`config.mk`:
```
export PLATFORM = sky130hd
export DESIGN_NAME = finger_count_sequencer
export DESIGN_NICKNAME = d
export VERILOG_FILES = /design/src/rtl/finger_count_sequencer.sv
export SDC_FILE = /design/constraint.sdc
export NUM_CORES = 1
export LEC_CHECK = 0
export ABC_AREA = 0
export ABC_CLOCK_PERIOD_IN_PS = 2600
export CORE_MARGIN = 2
export CORE_UTILIZATION = 50
export CTS_CLUSTER_SIZE = 14
export DETAILED_ROUTE_END_ITERATION = 7
export GPL_TIMING_DRIVEN = 0
export PLACE_DENSITY_LB_ADDON = 0.15
export SETUP_SLACK_MARGIN = 0.2
export SLEW_MARGIN = 30
export SYNTH_ARGS = -nofsm -noshare
export SYNTH_HDL_FRONTEND = slang
export SYNTH_SLANG_ARGS = --single-unit
```
`constraint.sdc`:
```
create_clock -name clk -period 2.6 [get_ports clk]
set_input_delay 0.52 -clock clk [delete_from_list [all_inputs] [get_ports clk]]
set_output_delay 0.52 -clock clk [all_outputs]
set_load 0.005 [all_outputs]
```
`src/rtl/finger_count_sequencer.sv`:
```
// Finger-count sequencer: qualifies a stable hand state, converts it, presents it on valid/ready.
// Optional stats counters are enabled by defining FINGER_COUNT_SEQ_STATS_EN.

// Counts raised fingers, one per bit (0..5).
module b_1_converter (
  input  logic [4:0] hs,
  output logic [3:0] num
);
  always_comb begin
    num = {3'b000, hs[0]} + {3'b000, hs[1]} + {3'b000, hs[2]} +
          {3'b000, hs[3]} + {3'b000, hs[4]};
  end
endmodule

// Abacus-style count: the thumb (bit 4) is worth five, each other finger one (0..9).
module b_2_converter (
  input  logic [4:0] hs,
  output logic [3:0] num
);
  always_comb begin
    num = (hs[4] ? 4'd5 : 4'd0) + {3'b000, hs[0]} + {3'b000, hs[1]} +
          {3'b000, hs[2]} + {3'b000, hs[3]};
  end
endmodule

module finger_count_sequencer #(
  parameter int STABLE_CYCLES = 4,
  parameter int CNT_W         = 8
) (
  input  logic       clk,
  input  logic       rst_n,
  input  logic       en,
  input  logic [4:0] hs_in,
  input  logic       mode_sel,
  output logic       out_valid,
  input  logic       out_ready,
  output logic [3:0] out_num,
  output logic [4:0] out_hs,
  output logic       out_mode,
`ifdef FINGER_COUNT_SEQ_STATS_EN
  output logic [7:0] conv_count,
  output logic [7:0] glitch_count,
`endif
  output logic       busy
);

  typedef enum logic [2:0] {IDLE, SETTLE, CONVERT, HOLD, RELEASE} state_t;

  state_t             state_q, state_d;
  logic [4:0]         hs_q, hs_d;
  logic [4:0]         hs_cap_q, hs_cap_d;
  logic               mode_cap_q, mode_cap_d;
  logic [CNT_W-1:0]   stab_cnt_q, stab_cnt_d;
  logic               out_valid_q, out_valid_d;
  logic [3:0]         out_num_q, out_num_d;
  logic [4:0]         out_hs_q, out_hs_d;
  logic               out_mode_q, out_mode_d;
  logic [3:0]         num_b1, num_b2;
  logic               handshake;
  logic               glitch;

  function automatic logic [7:0] sat_inc8(input logic [7:0] v, input logic inc);
    sat_inc8 = (inc && v != 8'hFF) ? v + 8'd1 : v;
  endfunction

  b_1_converter u_b1 (.hs(hs_cap_q), .num(num_b1));
  b_2_converter u_b2 (.hs(hs_cap_q), .num(num_b2));

  always_comb begin
    state_d     = state_q;
    hs_d        = hs_q;
    hs_cap_d    = hs_cap_q;
    mode_cap_d  = mode_cap_q;
    stab_cnt_d  = stab_cnt_q;
    out_valid_d = out_valid_q;
    out_num_d   = out_num_q;
    out_hs_d    = out_hs_q;
    out_mode_d  = out_mode_q;
    handshake   = 1'b0;
    glitch      = 1'b0;
    unique case (state_q)
      IDLE: begin
        if (en) begin
          state_d    = SETTLE;
          hs_d       = hs_in;
          stab_cnt_d = '0;
        end
      end
      SETTLE: begin
        if (!en) begin
          state_d = IDLE;
        end else if (stab_cnt_q == CNT_W'(STABLE_CYCLES - 1)) begin
          state_d    = CONVERT;
          hs_cap_d   = hs_q;
          mode_cap_d = mode_sel;
        end else if (hs_in == hs_q) begin
          stab_cnt_d = stab_cnt_q + CNT_W'(1);
        end else begin
          hs_d       = hs_in;
          stab_cnt_d = '0;
          glitch     = 1'b1;
        end
      end
      CONVERT: begin
        out_num_d   = mode_cap_q ? num_b2 : num_b1;
        out_hs_d    = hs_cap_q;
        out_mode_d  = mode_cap_q;
        out_valid_d = 1'b1;
        state_d     = HOLD;
      end
      HOLD: begin
        // en is deliberately ignored: a presented result is never withdrawn.
        if (out_valid_q && out_ready) begin
          handshake   = 1'b1;
          out_valid_d = 1'b0;
          state_d     = RELEASE;
        end
      end
      RELEASE: begin
        if (!en) begin
          state_d = IDLE;
        end else if (hs_in != hs_cap_q) begin
          state_d    = SETTLE;
          hs_d       = hs_in;
          stab_cnt_d = '0;
        end
      end
      default: state_d = IDLE;
    endcase
  end

  always_ff @(posedge clk) begin
    if (!rst_n) begin
      state_q     <= IDLE;
      hs_q        <= '0;
      hs_cap_q    <= '0;
      mode_cap_q  <= 1'b0;
      stab_cnt_q  <= '0;
      out_valid_q <= 1'b0;
      out_num_q   <= '0;
      out_hs_q    <= '0;
      out_mode_q  <= 1'b0;
    end else begin
      state_q     <= state_d;
      hs_q        <= hs_d;
      hs_cap_q    <= hs_cap_d;
      mode_cap_q  <= mode_cap_d;
      stab_cnt_q  <= stab_cnt_d;
      out_valid_q <= out_valid_d;
      out_num_q   <= out_num_d;
      out_hs_q    <= out_hs_d;
      out_mode_q  <= out_mode_d;
    end
  end

`ifdef FINGER_COUNT_SEQ_STATS_EN
  logic [7:0] conv_count_q, conv_count_d;
  logic [7:0] glitch_count_q, glitch_count_d;

  always_comb begin
    conv_count_d   = sat_inc8(conv_count_q, handshake);
    glitch_count_d = sat_inc8(glitch_count_q, glitch);
  end

  always_ff @(posedge clk) begin
    if (!rst_n) begin
      conv_count_q   <= '0;
      glitch_count_q <= '0;
    end else begin
      conv_count_q   <= conv_count_d;
      glitch_count_q <= glitch_count_d;
    end
  end

  assign conv_count   = conv_count_q;
  assign glitch_count = glitch_count_q;
`else
  logic unused_stats;
  assign unused_stats = ^{handshake, glitch, sat_inc8(8'd0, 1'b0)};
`endif

  assign out_valid = out_valid_q;
  assign out_num   = out_num_q;
  assign out_hs    = out_hs_q;
  assign out_mode  = out_mode_q;
  assign busy      = (state_q != IDLE);

endmodule

```
==> results of run 1 <==
-- cells in the mapped netlist (2+ instances only) --
cell type / n / area share (%)
a21boi_0: 17 / 7.1
a21boi_1: 2 / 0.83
a21oi_1: 8 / 2.2
a31oi_1: 3 / 1.0
and2_1: 5 / 1.7
and3_1: 2 / 0.69
buf_2: 4 / 1.1
clkbuf_1: 8 / 1.7
dfxtp_1: 33 / 37
fa_1: 4 / 4.4
ha_1: 4 / 2.8
inv_1: 8 / 1.7
mux2i_1: 3 / 1.7
nand2_1: 52 / 11
nand2b_1: 2 / 0.69
nand3_1: 7 / 1.9
nand3b_1: 6 / 2.5
nand4_1: 2 / 0.69
nor2_1: 2 / 0.42
nor2b_1: 2 / 0.69
nor3_1: 3 / 0.83
o211a_1: 2 / 1.1
o21ai_0: 4 / 1.1
o22ai_1: 7 / 2.4
or3_1: 2 / 0.69
or3b_2: 2 / 0.97
xnor2_1: 10 / 4.8
-- stage by stage --
stage          instances  utilization [%]  area [sq um]  setup WS [ns]  total power (uW)
6_report             295             63.4          2160          0.288               898
5_1_grt              295             63.4          2160          0.203               943
4_1_cts              292             62.4          2130          0.213               916
3_5_place_dp         285             60.8          2080          0.243               619
3_3_place_gp         285             60.8          2080          0.323               619
2_1_floorplan        218                -          1810          0.459               583
-- layout by cell type (no fill, tap or decap), drive strengths merged, types with 3 or more instances in the layout --
cell type	count
a21boi	19
a21oi	8
a31oi	3
and2	5
and3	3
buf	8
clkbuf	14
clkdlybuf4s50	21
dfxtp	33
fa	4
ha	4
inv	8
mux2i	3
nand2	53
nand3	8
nand3b	6
nor3	5
o21ai	5
o22ai	7
or3b	3
xnor2	10
-- cell type report --
type	count	area [sq um]	share of cell area (%)
Tap cell	46	57.6	2.66
Timing Repair Buffer	24	233	10.8
Inverter	8	30.0	1.39
Clock buffer	7	55.1	2.54
Buffer	12	51.3	2.37
Sequential cell	33	668	30.9
Multi-Input combinational cell	165	1070	49.4
-- worst min-delay path: stages (launching register included) --
cell and delay (ns):
dfxtp_1 0.32, nand2_1 0.04, a21boi_0 0.06
-- registers in the layout, summed over array words and instances (netlist names) --
| name | cells |
|---|---|
| state_q | 3 |
| hs_cap_q | 5 |
| stab_cnt_q | 8 |
| out_mode | 1 |
| hs_q | 5 |
| mode_cap_q | 1 |
| out_hs | 5 |
| out_valid | 1 |
| out_num | 4 |
-- layer usage --
metal	share of wire, %	vias up	GRT usage, %	wire length, um
met4	1.5	0	5.59	58
met1	45	727	23.7	1690
met5	0	-	0	0
met3	3.4	6	5.81	129
li1	-	809	-	-
met2	50	30	36.3	1890
-- cells by family after synthesis --
kind of cell | after synthesis
compound gates | 47
xor+xnor | 11
fa+ha+maj | 8
buf+inv | 20
flops | 33
mux | 3
simple gates | 96
-- power by group through the flow --
stage / logic [uW] / registers, uW / clock network (uW)
floorplan: 54.7 / 528 / 0
global route: 98.3 / 517 / 328
detailed placement: 90.0 / 529 / 0
CTS: 90.6 / 518 / 307
global placement: 89.2 / 529 / 0
finish: 89.8 / 516 / 293
-- timing repair --
action | 4_1_cts | 5_1_grt
setup buffers | 0 | 3
gates resized for setup | 0 | 11
endpoints found under the setup margin | 0 | 2
-- worst max-delay path by stage --
stage	from	end	cells after the start
2_1_floorplan	hs_cap_q[4]$_SDFFE_PN0P_	out_num[1]$_SDFFE_PN0P_	9
6_report	hs_cap_q[0]$_SDFFE_PN0P_	out_num[1]$_SDFFE_PN0P_	9
5_1_grt	hs_cap_q[0]$_SDFFE_PN0P_	out_num[1]$_SDFFE_PN0P_	9
4_1_cts	hs_cap_q[4]$_SDFFE_PN0P_	out_num[1]$_SDFFE_PN0P_	9
3_5_place_dp	hs_cap_q[4]$_SDFFE_PN0P_	out_num[1]$_SDFFE_PN0P_	9
3_3_place_gp	hs_cap_q[4]$_SDFFE_PN0P_	out_num[1]$_SDFFE_PN0P_	9
==> results.yml, run 1 <==
outcome:
  status: "complete, no violations"
power_and_ir_drop:
  p_sw_share_pct: 24.3
  p_leak_uw: 0.000764
  power_frac_comb_pct: 10.0
  power.switching_uw: 218
  powerDensity_mw_per_mm2: 415
  intPower_uw: 680
  irDropWorstVdd_v: 0.000297
  p_clk_share_pct: 32.6
  seqPwrFrac_pct: 57.4
global_routing:
  grtUsageTotal_pct: 20.4
  grt_overflow: 0
  antenna_found_initial: 0
  grt_max_degree: 11
  grt_pass1_vias: 1489
  grt_pass1_wl_um: 6560
yosys:
  async_flop_share_pct: 0
  synthAdderAreaFrac_pct: 7.20
  synthFlopType: "dfxtp_1"
  synth-compound-area-share_pct: 17.4
  synth.avg_cell_area_sq_um: 8.29
  synth-seq-cells: 33
  synth_nets: 236
  syn_inst: 218
  synthSimpleGateAreaFrac_pct: 27.5
  synth.distinct_cells: 41
  synth_xor_area_share_pct: 5.33
  synth_edf_count: 0
  synth_top_family_by_area: "simple AND/OR/NAND/NOR gates"
  ys.warnings.count: 0
  synthMuxAreaShare_pct: 1.66
  ys_seq_area_share_pct: 36.5
  syn_area_sq_mm: 0.00181
die:
  core.rowCount: 21
  core_sq_mm: 0.00342
  die_h_um: 64.1
  initial_utilization_pct: 52.9
  die_w_um: 64.1
  ios: 22
  die_area_sq_mm: 0.00411
layout:
  drive_gt1_share_pct: 10.8
  syn_to_final_growth_pct: 19.7
  layout.nets: 267
  fill_cells: 328
  antenna_cells: 0
timing:
  final.setup.tns_ns: 0
  hold_ws_ns: 0.466
  post-route-min-period_ns: 2.31
  slew_violations: 0
  hold_viol: 0
  setup_viol: 0
  rsz0062_at_grt: "no"
  fin_crit_sh_pct: 88.9
  slew_headroom_pct: 61.9
  worst_pin_slew_ns: 0.568
  fmax_mhz: 433
  fin_skew_ns: 0.00666
clock_tree:
  numCtsBuffers: 5
  cts_sinks: 33
  ctsRootBufferMaster: "clkbuf_4"
  htree_levels: 2
  cts_tree: "built"
  clk_path_buf_depth: 2
  ctsHoldBuffers: 0
  clk_pin_slew_ns: 0.10
  insertion_delay_ns: 0.34
drt:
  routed_wirelength_um: 3770
  vias: 1572
  drc: 0
  wl_per_cell_um: 12.8
  via_per_inst: 5.33
  drt_first_iter_violations: 79
  drt_pass1_iterations: 5
  drtAntennaViolNets: 0
setup_path:
  crit_family: "adder cells"
  path_cells: "ha_1 -> inv_2 -> fa_1 -> inv_2 -> ha_1 -> inv_1 -> fa_2 -> o211ai_1 -> o211a_1"
  critPathBufInv: 3
  slowest_delay_ns: 0.52
  rrSetupSlack_ns: 0.29
  r2r-end: "out_num[1]$_SDFFE_PN0P_"
  r2r_start: "hs_cap_q[0]$_SDFFE_PN0P_"
  cp-end-kind: "flop"
  crit_slowest_cell: "fa_1"
  crit_fanout: 3
  ff2ff_path_depth: 9
  crit_required_ns: 2.89
  cp.arrival_ns: 2.60
  path_class: "flop to flop"
  critPathLaunchType: "flop"
place:
  gp_congestion: 0.821
  post-dp-hpwl_um: 2770
  io_buffer_count: 21
min_path:
  hp-class: "flop to flop"
  whs_path_depth: 2
  hold_end: "out_hs[0]$_SDFFE_PN0P_"
  worst_hold_startpoint: "out_hs[0]$_SDFFE_PN0P_"
job:
  timing.max_cap.violations: 0
No activity file was read; power rests on OpenSTA's default activity.
==> inputs of run 2 (changes only) <==
- SKIP_LAST_GASP: unset -> 1
==> results of run 2 <==
Final layout, timing and power as in run 1 (identical DEF).
==> inputs of run 3 (changes only) <==
- CAP_MARGIN: unset -> 25
==> results of run 3 <==
Final layout, timing and power as in run 1 (identical DEF).
